[config.mk]
export PLATFORM = sky130hd
export DESIGN_NAME = alarm_sequencer
export DESIGN_NICKNAME = d
export VERILOG_FILES = /design/src/rtl/alarm_sequencer.sv
export SDC_FILE = /design/constraint.sdc
export NUM_CORES = 1
export LEC_CHECK = 0
export CAP_MARGIN = 20
export CORE_UTILIZATION = 46
export CTS_BUF_LIST = sky130_fd_sc_hd__clkbuf_16
export DETAILED_ROUTE_END_ITERATION = 8
export PLACE_DENSITY = 0.74
export SYNTH_ARGS = -nofsm -noshare
export SYNTH_HDL_FRONTEND = slang
export SYNTH_SLANG_ARGS = --single-unit
[constraint.sdc]
create_clock -name clk_2 -period 1.4 [get_ports clk_2]
set_input_delay 0.28 -clock clk_2 [delete_from_list [all_inputs] [get_ports clk_2]]
set_output_delay 0.28 -clock clk_2 [all_outputs]
set_load 0.02 [all_outputs]
[src/rtl/alarm_sequencer.sv]
// Intrusion alarm sequencer: arm -> exit delay -> armed -> entry delay -> alarm latch, disarm always wins.
// Latency: outputs decode the state register directly, so a transition is visible right after its edge.
// Backpressure: none; level inputs are sampled every clk_2 edge. Optional auto-silence: ALARM_AUTO_SILENCE_EN.
module alarm_sequencer #(
   parameter int EXIT_DLY    = 8,
   parameter int ENTRY_DLY   = 4,
   parameter int BLINK_HALF  = 2,
   parameter int SILENCE_CYC = 16
) (
   input  logic       clk_2,
   input  logic       rst_n,
   input  logic       arm,
   input  logic       disarm,
   input  logic       trigger,
   output logic       siren,
   output logic       armed,
   output logic       blink,
   output logic [2:0] state,
   output logic [7:0] count
);

   typedef enum logic [2:0] {
      S_IDLE     = 3'd0,
      S_EXIT     = 3'd1,
      S_ARMED    = 3'd2,
      S_ENTRY    = 3'd3,
      S_ALARM    = 3'd4,
      S_SILENCED = 3'd5
   } st_t;

   // An out-of-range parameter set leaves the block inert: it never leaves IDLE.
   localparam bit CFG_OK = (EXIT_DLY    >= 1) && (EXIT_DLY    <= 255) &&
                           (ENTRY_DLY   >= 1) && (ENTRY_DLY   <= 255) &&
                           (BLINK_HALF  >= 1) && (BLINK_HALF  <= 255) &&
                           (SILENCE_CYC >= 1) && (SILENCE_CYC <= 255);

   localparam logic [7:0] EXIT_LOAD  = 8'(EXIT_DLY);
   localparam logic [7:0] ENTRY_LOAD = 8'(ENTRY_DLY);
   localparam logic [7:0] BLINK_LAST = 8'(BLINK_HALF - 1);

   st_t        cur_st, nxt_st;
   logic [7:0] cnt_q, cnt_d;
   logic [7:0] bcnt_q;
   logic       blink_q;
   logic       arm_q;
   logic       arm_rise;

`ifdef ALARM_AUTO_SILENCE_EN
   localparam logic [7:0] SIL_LAST = 8'(SILENCE_CYC - 1);
   logic [7:0] sil_q, sil_d;
`endif

   assign arm_rise = arm & ~arm_q;

   // State, delay counter, arm edge register (and alarm-age counter when auto-silence is built).
   always_ff @(posedge clk_2 or negedge rst_n) begin
      if (!rst_n) begin
         cur_st <= S_IDLE;
         cnt_q  <= 8'd0;
         arm_q  <= 1'b0;
`ifdef ALARM_AUTO_SILENCE_EN
         sil_q  <= 8'd0;
`endif
      end else begin
         cur_st <= nxt_st;
         cnt_q  <= cnt_d;
         arm_q  <= arm;
`ifdef ALARM_AUTO_SILENCE_EN
         sil_q  <= sil_d;
`endif
      end
   end

   // Next-state and delay countdown; disarm overrides everything at the end.
   always_comb begin
      nxt_st = cur_st;
      cnt_d  = 8'd0;
`ifdef ALARM_AUTO_SILENCE_EN
      sil_d  = 8'd0;
`endif
      case (cur_st)
         S_IDLE: begin
            if (arm_rise && CFG_OK) begin
               nxt_st = S_EXIT;
               cnt_d  = EXIT_LOAD;
            end
         end
         S_EXIT: begin
            if (cnt_q == 8'd1) nxt_st = S_ARMED;
            else               cnt_d  = cnt_q - 8'd1;
         end
         S_ARMED: begin
            if (trigger) begin
               nxt_st = S_ENTRY;
               cnt_d  = ENTRY_LOAD;
            end
         end
         S_ENTRY: begin
            if (cnt_q == 8'd1) nxt_st = S_ALARM;
            else               cnt_d  = cnt_q - 8'd1;
         end
         S_ALARM: begin
`ifdef ALARM_AUTO_SILENCE_EN
            if (sil_q == SIL_LAST) nxt_st = S_SILENCED;
            else                   sil_d  = sil_q + 8'd1;
`else
            nxt_st = S_ALARM;
`endif
         end
`ifdef ALARM_AUTO_SILENCE_EN
         S_SILENCED: nxt_st = S_SILENCED;
`endif
         default: nxt_st = S_IDLE;
      endcase
      if (disarm) begin
         nxt_st = S_IDLE;
         cnt_d  = 8'd0;
`ifdef ALARM_AUTO_SILENCE_EN
         sil_d  = 8'd0;
`endif
      end
   end

   // Blink: off in IDLE/ARMED, restarts high when a blinking phase begins, then toggles every BLINK_HALF cycles.
   always_ff @(posedge clk_2 or negedge rst_n) begin
      if (!rst_n) begin
         blink_q <= 1'b0;
         bcnt_q  <= 8'd0;
      end else if (nxt_st == S_IDLE || nxt_st == S_ARMED) begin
         blink_q <= 1'b0;
         bcnt_q  <= 8'd0;
      end else if (cur_st == S_IDLE || cur_st == S_ARMED) begin
         blink_q <= 1'b1;
         bcnt_q  <= 8'd0;
      end else if (bcnt_q == BLINK_LAST) begin
         blink_q <= ~blink_q;
         bcnt_q  <= 8'd0;
      end else begin
         bcnt_q  <= bcnt_q + 8'd1;
      end
   end

   assign state = cur_st;
   assign count = cnt_q;
   assign blink = blink_q;
   assign siren = (cur_st == S_ALARM);
   assign armed = (cur_st == S_ARMED) || (cur_st == S_ENTRY) ||
                  (cur_st == S_ALARM) || (cur_st == S_SILENCED);

endmodule

---- Yosys cells after proc, flatten, opt, wreduce, memory -nomap -nowiden ----
Cells that the tools add are included.
word-level totals
  RAM bits ................................ 0
  bits in read-only memories .............. 0
  memories kept ........................... 0
  logic and storage cells ................. 44
  output and inout bits ................... 14
  register bits after elaboration ......... 21
  input bits .............................. 5
  bits in latches ......................... 0
operators by class
  bitwise logic cells ..................... 3
  equality and inequality tests ........... 8
  multipliers ............................. 0
  reductions and logical operators ........ 9
  $lt $le $gt $ge ......................... 0
  $add $sub $neg .......................... 2
  divide/modulo/power cells ............... 0
  multiplexer cells ....................... 17
  shift-type cells ........................ 0
operators by type and width
  cell                   number
  $mux W8                5
  $pmux W8 S3            1
  $mux W3                6
  $eq A8 B1 Y1 const B   2
  $pmux W3 S5            1
  $eq A3 B2 Y1 const B   3
  $add A8 B1 Y8 const B  1
  $sub A8 B1 Y8 const B  1
  $eq A3 B3 Y1 const B   2
  $logic_not A3 Y1       2
  $logic_or A1 B1 Y1     5
  $mux W4                1
  $eq A3 B1 Y1 const B   1
  $mux W1                3
  $reduce_bool A3 Y1     1
  $not A1 Y1             2
  $reduce_or A2 Y1       1
  $and A1 B1 Y1          1

---- Depth between registers and ports, before layout ----
Gate-level depths: netlist of run 1.
  depth after elaboration ................. 8
  depth in mapped cells ................... 6
  depth with buffers taken out ............ 6

---- Worst setup path before layout of run 1 ----
Ideal clock, no wire load.
  path kind ............................... register -> register
  from .................................... register cur_st[2] (netlist: state[2])
  to ...................................... register bcnt_q[0]
  data arrival time ....................... 1.571 ns
  slack ................................... -0.266 ns
  clock period less this slack ............ 1.666 ns
  cell stages (with the launch flop) ...... 5
  library setup time ...................... 0.094 ns
  required time ........................... 1.306 ns
  path buffers ............................ 1
  cell sequence ........................... dfrtp_1 clkbuf_1 nor3b_2 a2bb2oi_2 a211oi_1
on the way
  longest elaborated chain between the ends .. 6
  elaborated cells between the ends (all ways) .. 17
  classes of those cells .................. eq/ne (5); mux (8); reduce/logical (4)
RTL lines
  what                                              line  RTL
  start, declared                                   41    st_t cur_st, nxt_st;
  start signal, assigned                            65    cur_st <= nxt_st;
  $eq A3 B3 Y1 *                                    -
  named net siren                                   15    output logic siren,
  $pmux W3 S5 *                                     81    case (cur_st)
  $mux W3 *                                         115   if (disarm) begin
  $eq A3 B2 Y1 or $logic_not A3 Y1 (tied branches)  129   end else if (nxt_st == S_IDLE || nxt_st == S_ARMED) begin
  $logic_or A1 B1 Y1 *                              129
  $mux W8 *                                         129
  end signal, assigned                              139   bcnt_q <= bcnt_q + 8'd1;
  end, declared                                     43    logic [7:0] bcnt_q;
Mark *: on every way through the listed nets, which the timed path passes. The rest lies on a longest branch.
A chain may end at the register's enable or synchronous reset.

---- Worst setup path after layout of run 1 ----
  from .................................... register cnt_q[3] (netlist: count[3])
  to ...................................... register bcnt_q[4]
on the way
  longest elaborated chain between the ends .. 7
  elaborated cells between the ends (all ways) .. 9
  classes of those cells .................. eq/ne (2); mux (5); reduce/logical (2)
RTL lines
  what                                              line    RTL
  start, declared                                   42      logic [7:0] cnt_q, cnt_d;
  start signal, assigned                            66      cnt_q <= cnt_d;
  $eq A8 B1 Y1 *                                    89, 99
  $mux W3, on equally long branches                 99, 89
  $pmux W3 S5 *                                     81
  $mux W3 *                                         115
  $eq A3 B2 Y1 or $logic_not A3 Y1 (tied branches)  129
  $logic_or A1 B1 Y1 *                              129
  $mux W8 *                                         129
Mark *: on every way between the ends. The rest lies on a longest branch, timed or not.

==> qor.yml, run 1 <==
floorplan:
  core_mm2: 0.00223
  dieHeight_um: 50.8
  io_pins: 19
  placementRows: 17
  start_util_pct: 49.1
  die_w_um: 50.8
  die_area_mm2: 0.00258
detailed_routing:
  ant_nets: 0
  wire_per_inst_um: 17.8
  drt-initial-drc-count: 14
  finalWirelength_um: 3280
  route.detailed.drc: 0
  first_pass_iters: 4
  vias: 1011
  viasPerCell: 5.49
power_and_ir_drop:
  peakVddDrop_mv: 1.26
  cellPowerDensity_mw_per_mm2: 902
  power_leakage_uw: 0.000840
global_routing:
  grt_overflow: 0
  grt_pass1_vias: 1028
  antenna_found_initial: 0
  grt_usage_pct: 25.1
  grt_pass1_wl_um: 4640
  grt_max_degree: 22
worst_hold_path:
  holdPathStages: 2
  min_from: "disarm"
  holdPathEnd: "state[1]"
  holdCritPathClass: "primary input to flop"
clock_tree:
  insertion_delay_ns: 0.25
  cts_tree: "done"
  cts-buffers-inserted: 3
  clk_pin_slew_worst_paths_ns: 0.06
  clk_path_buf_depth: 2
  cts_sinks: 21
  htree_levels: 1
  hold_buffers: 0
  root_buffer: "clkbuf_16"
timing:
  tightestPinTransition_ns: 0.405
  hold_viol_final: 0
  timing.setup.tns_ns: -2.01
  grt_setup_unrepaired: "true"
  fmax_mhz: 641
  whs_ns: 0.357
  drv_slew: 0
  finClkSkew_ns: 0.00567
  setup_viol: 18
  period_share_pct: 111
  worst_slack_ns: -0.160
  slew_headroom_pct: 72.9
  layout_min_cycle_time_ns: 1.56
run_status:
  status: "finished with violations"
  violations: "negative setup slack"
critical_path:
  path_cells: "nor4_4 -> nand4_4 -> a2bb2oi_4 -> a211oi_2"
  rr_worst_depth: 4
  crit_arrival_ns: 1.73
  critPathRequiredTime_ns: 1.57
  r2r-start: "count[3]"
  crit_family: "simple AND/OR/NAND/NOR gates"
  r2r_slack_ns: -0.16
  timing.rr.end: "bcnt_q[4]"
  cpPeakStageDelay_ns: 0.44
  critPathMaxFanout: 5
  crit_path_start_kind: "flop"
  cp-end-kind: "flop"
  worstSetupPathType: "flop to flop"
  crit_slowest_cell: "dfrtp_2"
  cp_num_buf_inv: 0
placed_design:
  port_buffers: 18
  gp_congestion: 0.882
  dp_hpwl_um: 1790
synth:
  async_reset_ff_share_pct: 100
  yosysWarnings: 0
  ys.flop_type: "dfrtp_1"
  ys_types: 29
  netlist_area_mm2: 0.00110
  synth.ff_latch_count: 21
  synthCells: 103
  yosysSeqAreaShare_pct: 47.9
  synth_fp_nets: 112
  synth_enable_flop_cells: 0
  avgSynthCellArea_um2: 10.6
final_layout:
  antennaDiodeCount: 0
  syn2layout_area_growth_pct: 67.6
  nets: 166
  drive_above_1_share_pct: 53.8
flow_run:
  maxCapViolCount: 0
how the worst max path moves through the flow:
stage	start	cells past startpoint	to	slack [ns]
final	count[3]	4	bcnt_q[4]	-0.16
after global routing	count[3]	5	bcnt_q[1]	-0.23
after CTS	count[2]	4	bcnt_q[4]	-0.19
after detailed placement	arm	5	bcnt_q[4]	-0.36
after global placement	arm	5	blink	-0.31
after floorplan	count[5]	4	blink	-0.13
metrics by stage:
step	util, %	cells	total power [µW]	area, µm²	setup WS (ns)
final	82.2	184	1660	1840	-0.160
after global routing	82.2	184	1720	1840	-0.228
after CTS	78.4	179	1610	1750	-0.188
after detailed placement	70.9	171	984	1580	-0.363
after global placement	70.9	171	977	1580	-0.305
after floorplan	-	103	840	1180	-0.134
kinds of logic (layout without fill, tap and decap cells):
| family | after synthesis | in the layout | synth area share, % |
|---|---|---|---|
| simple gates | 41 | 42 | 22.9 |
| flops | 21 | 21 | 47.9 |
| compound gates | 14 | 15 | 10.0 |
| xor+xnor | 14 | 14 | 11.2 |
| buf+inv | 9 | 60 | 3.31 |
| fa+ha+maj | 4 | 4 | 4.57 |
synthesized netlist by cell type, drive strengths merged, types with 2 or more instances:
library cell	count	area [µm²]
nand3	7	40.0
ha	4	50.1
nor3	4	20.0
and3	3	18.8
a31oi	2	12.5
a211oi	8	60.1
xnor2	5	43.8
nand2	5	18.8
nor3b	2	20.0
buf	2	10.0
xor2	9	78.8
inv	6	22.5
nor2	12	45.0
nor4	2	33.8
dfrtp	21	526
power by group:
group,internal (µW),switching (µW),total (µW),leakage (µW)
logic,188,223,411,0.000520
registers,631,22.8,654,0.000277
clock network,380,212,593,0.0000423
layer usage:
metal	vias to the layer above	GRT usage, %	share of wire [%]
met3	11	6.55	3.7
met4	0	7.87	3.1
met1	493	29.7	43
met2	31	44.2	50
met5	-	0	0
li1	476	-	-
cells in the final DEF (no fill, tap or decap), drive strengths merged, types with 2 or more instances in the layout:
master and count:
a211oi 8, a2bb2oi 2, a31oi 2, and3 3
buf 35, clkbuf 7, clkdlybuf4s15 5, clkdlybuf4s50 3
dfrtp 21, dlygate4sd2 2, ha 4, inv 7
nand2 5, nand3 8, nor2 12, nor3 4
nor3b 2, nor4 2, xnor2 5, xor2 9
repair_timing:
action                                  in CTS  in global routing
endpoints found under the setup margin      32                 30
pin swaps                                    8                 13
cloned                                       2                  0
resized for setup                           47                 22
buffers inserted                             4                  6
layout make-up:
| cell class | count | area (µm²) |
|---|---|---|
| sequential | 21 | 533 |
| tap | 28 | 35.0 |
| clock inverter | 1 | 3.75 |
| fill | 120 | 397 |
| timing repair buffer | 50 | 417 |
| multi-input combinational | 75 | 751 |
| inverter | 6 | 22.5 |
| clock buffer | 3 | 75.1 |
registers in the layout, indices dropped and copies added (netlist names):
| signal | cells |
|---|---|
| count | 8 |
| arm_q | 1 |
| state | 3 |
| bcnt_q | 8 |
| blink | 1 |
(Power assumes the default switching activity.)
==> run 2, diff against run 1 <==
--- a/config.mk
+++ b/config.mk
@@ -5,7 +5,7 @@
 export SDC_FILE = /design/constraint.sdc
 export NUM_CORES = 1
 export LEC_CHECK = 0
-export CAP_MARGIN = 20
+export CAP_MARGIN = 5
 export CORE_UTILIZATION = 46
 export CTS_BUF_LIST = sky130_fd_sc_hd__clkbuf_16
 export DETAILED_ROUTE_END_ITERATION = 8
==> results of run 2 <==
No change in the layout: final DEF, timing and power equal those of run 1.
==> run 3, diff against run 2 <==
--- a/config.mk
+++ b/config.mk
@@ -8,6 +8,7 @@
 export CAP_MARGIN = 5
 export CORE_UTILIZATION = 46
 export CTS_BUF_LIST = sky130_fd_sc_hd__clkbuf_16
+export CTS_CLUSTER_DIAMETER = 150
 export DETAILED_ROUTE_END_ITERATION = 8
 export PLACE_DENSITY = 0.74
 export SYNTH_ARGS = -nofsm -noshare
==> results of run 3 <==
No change in the layout: final DEF, timing and power equal those of run 1.
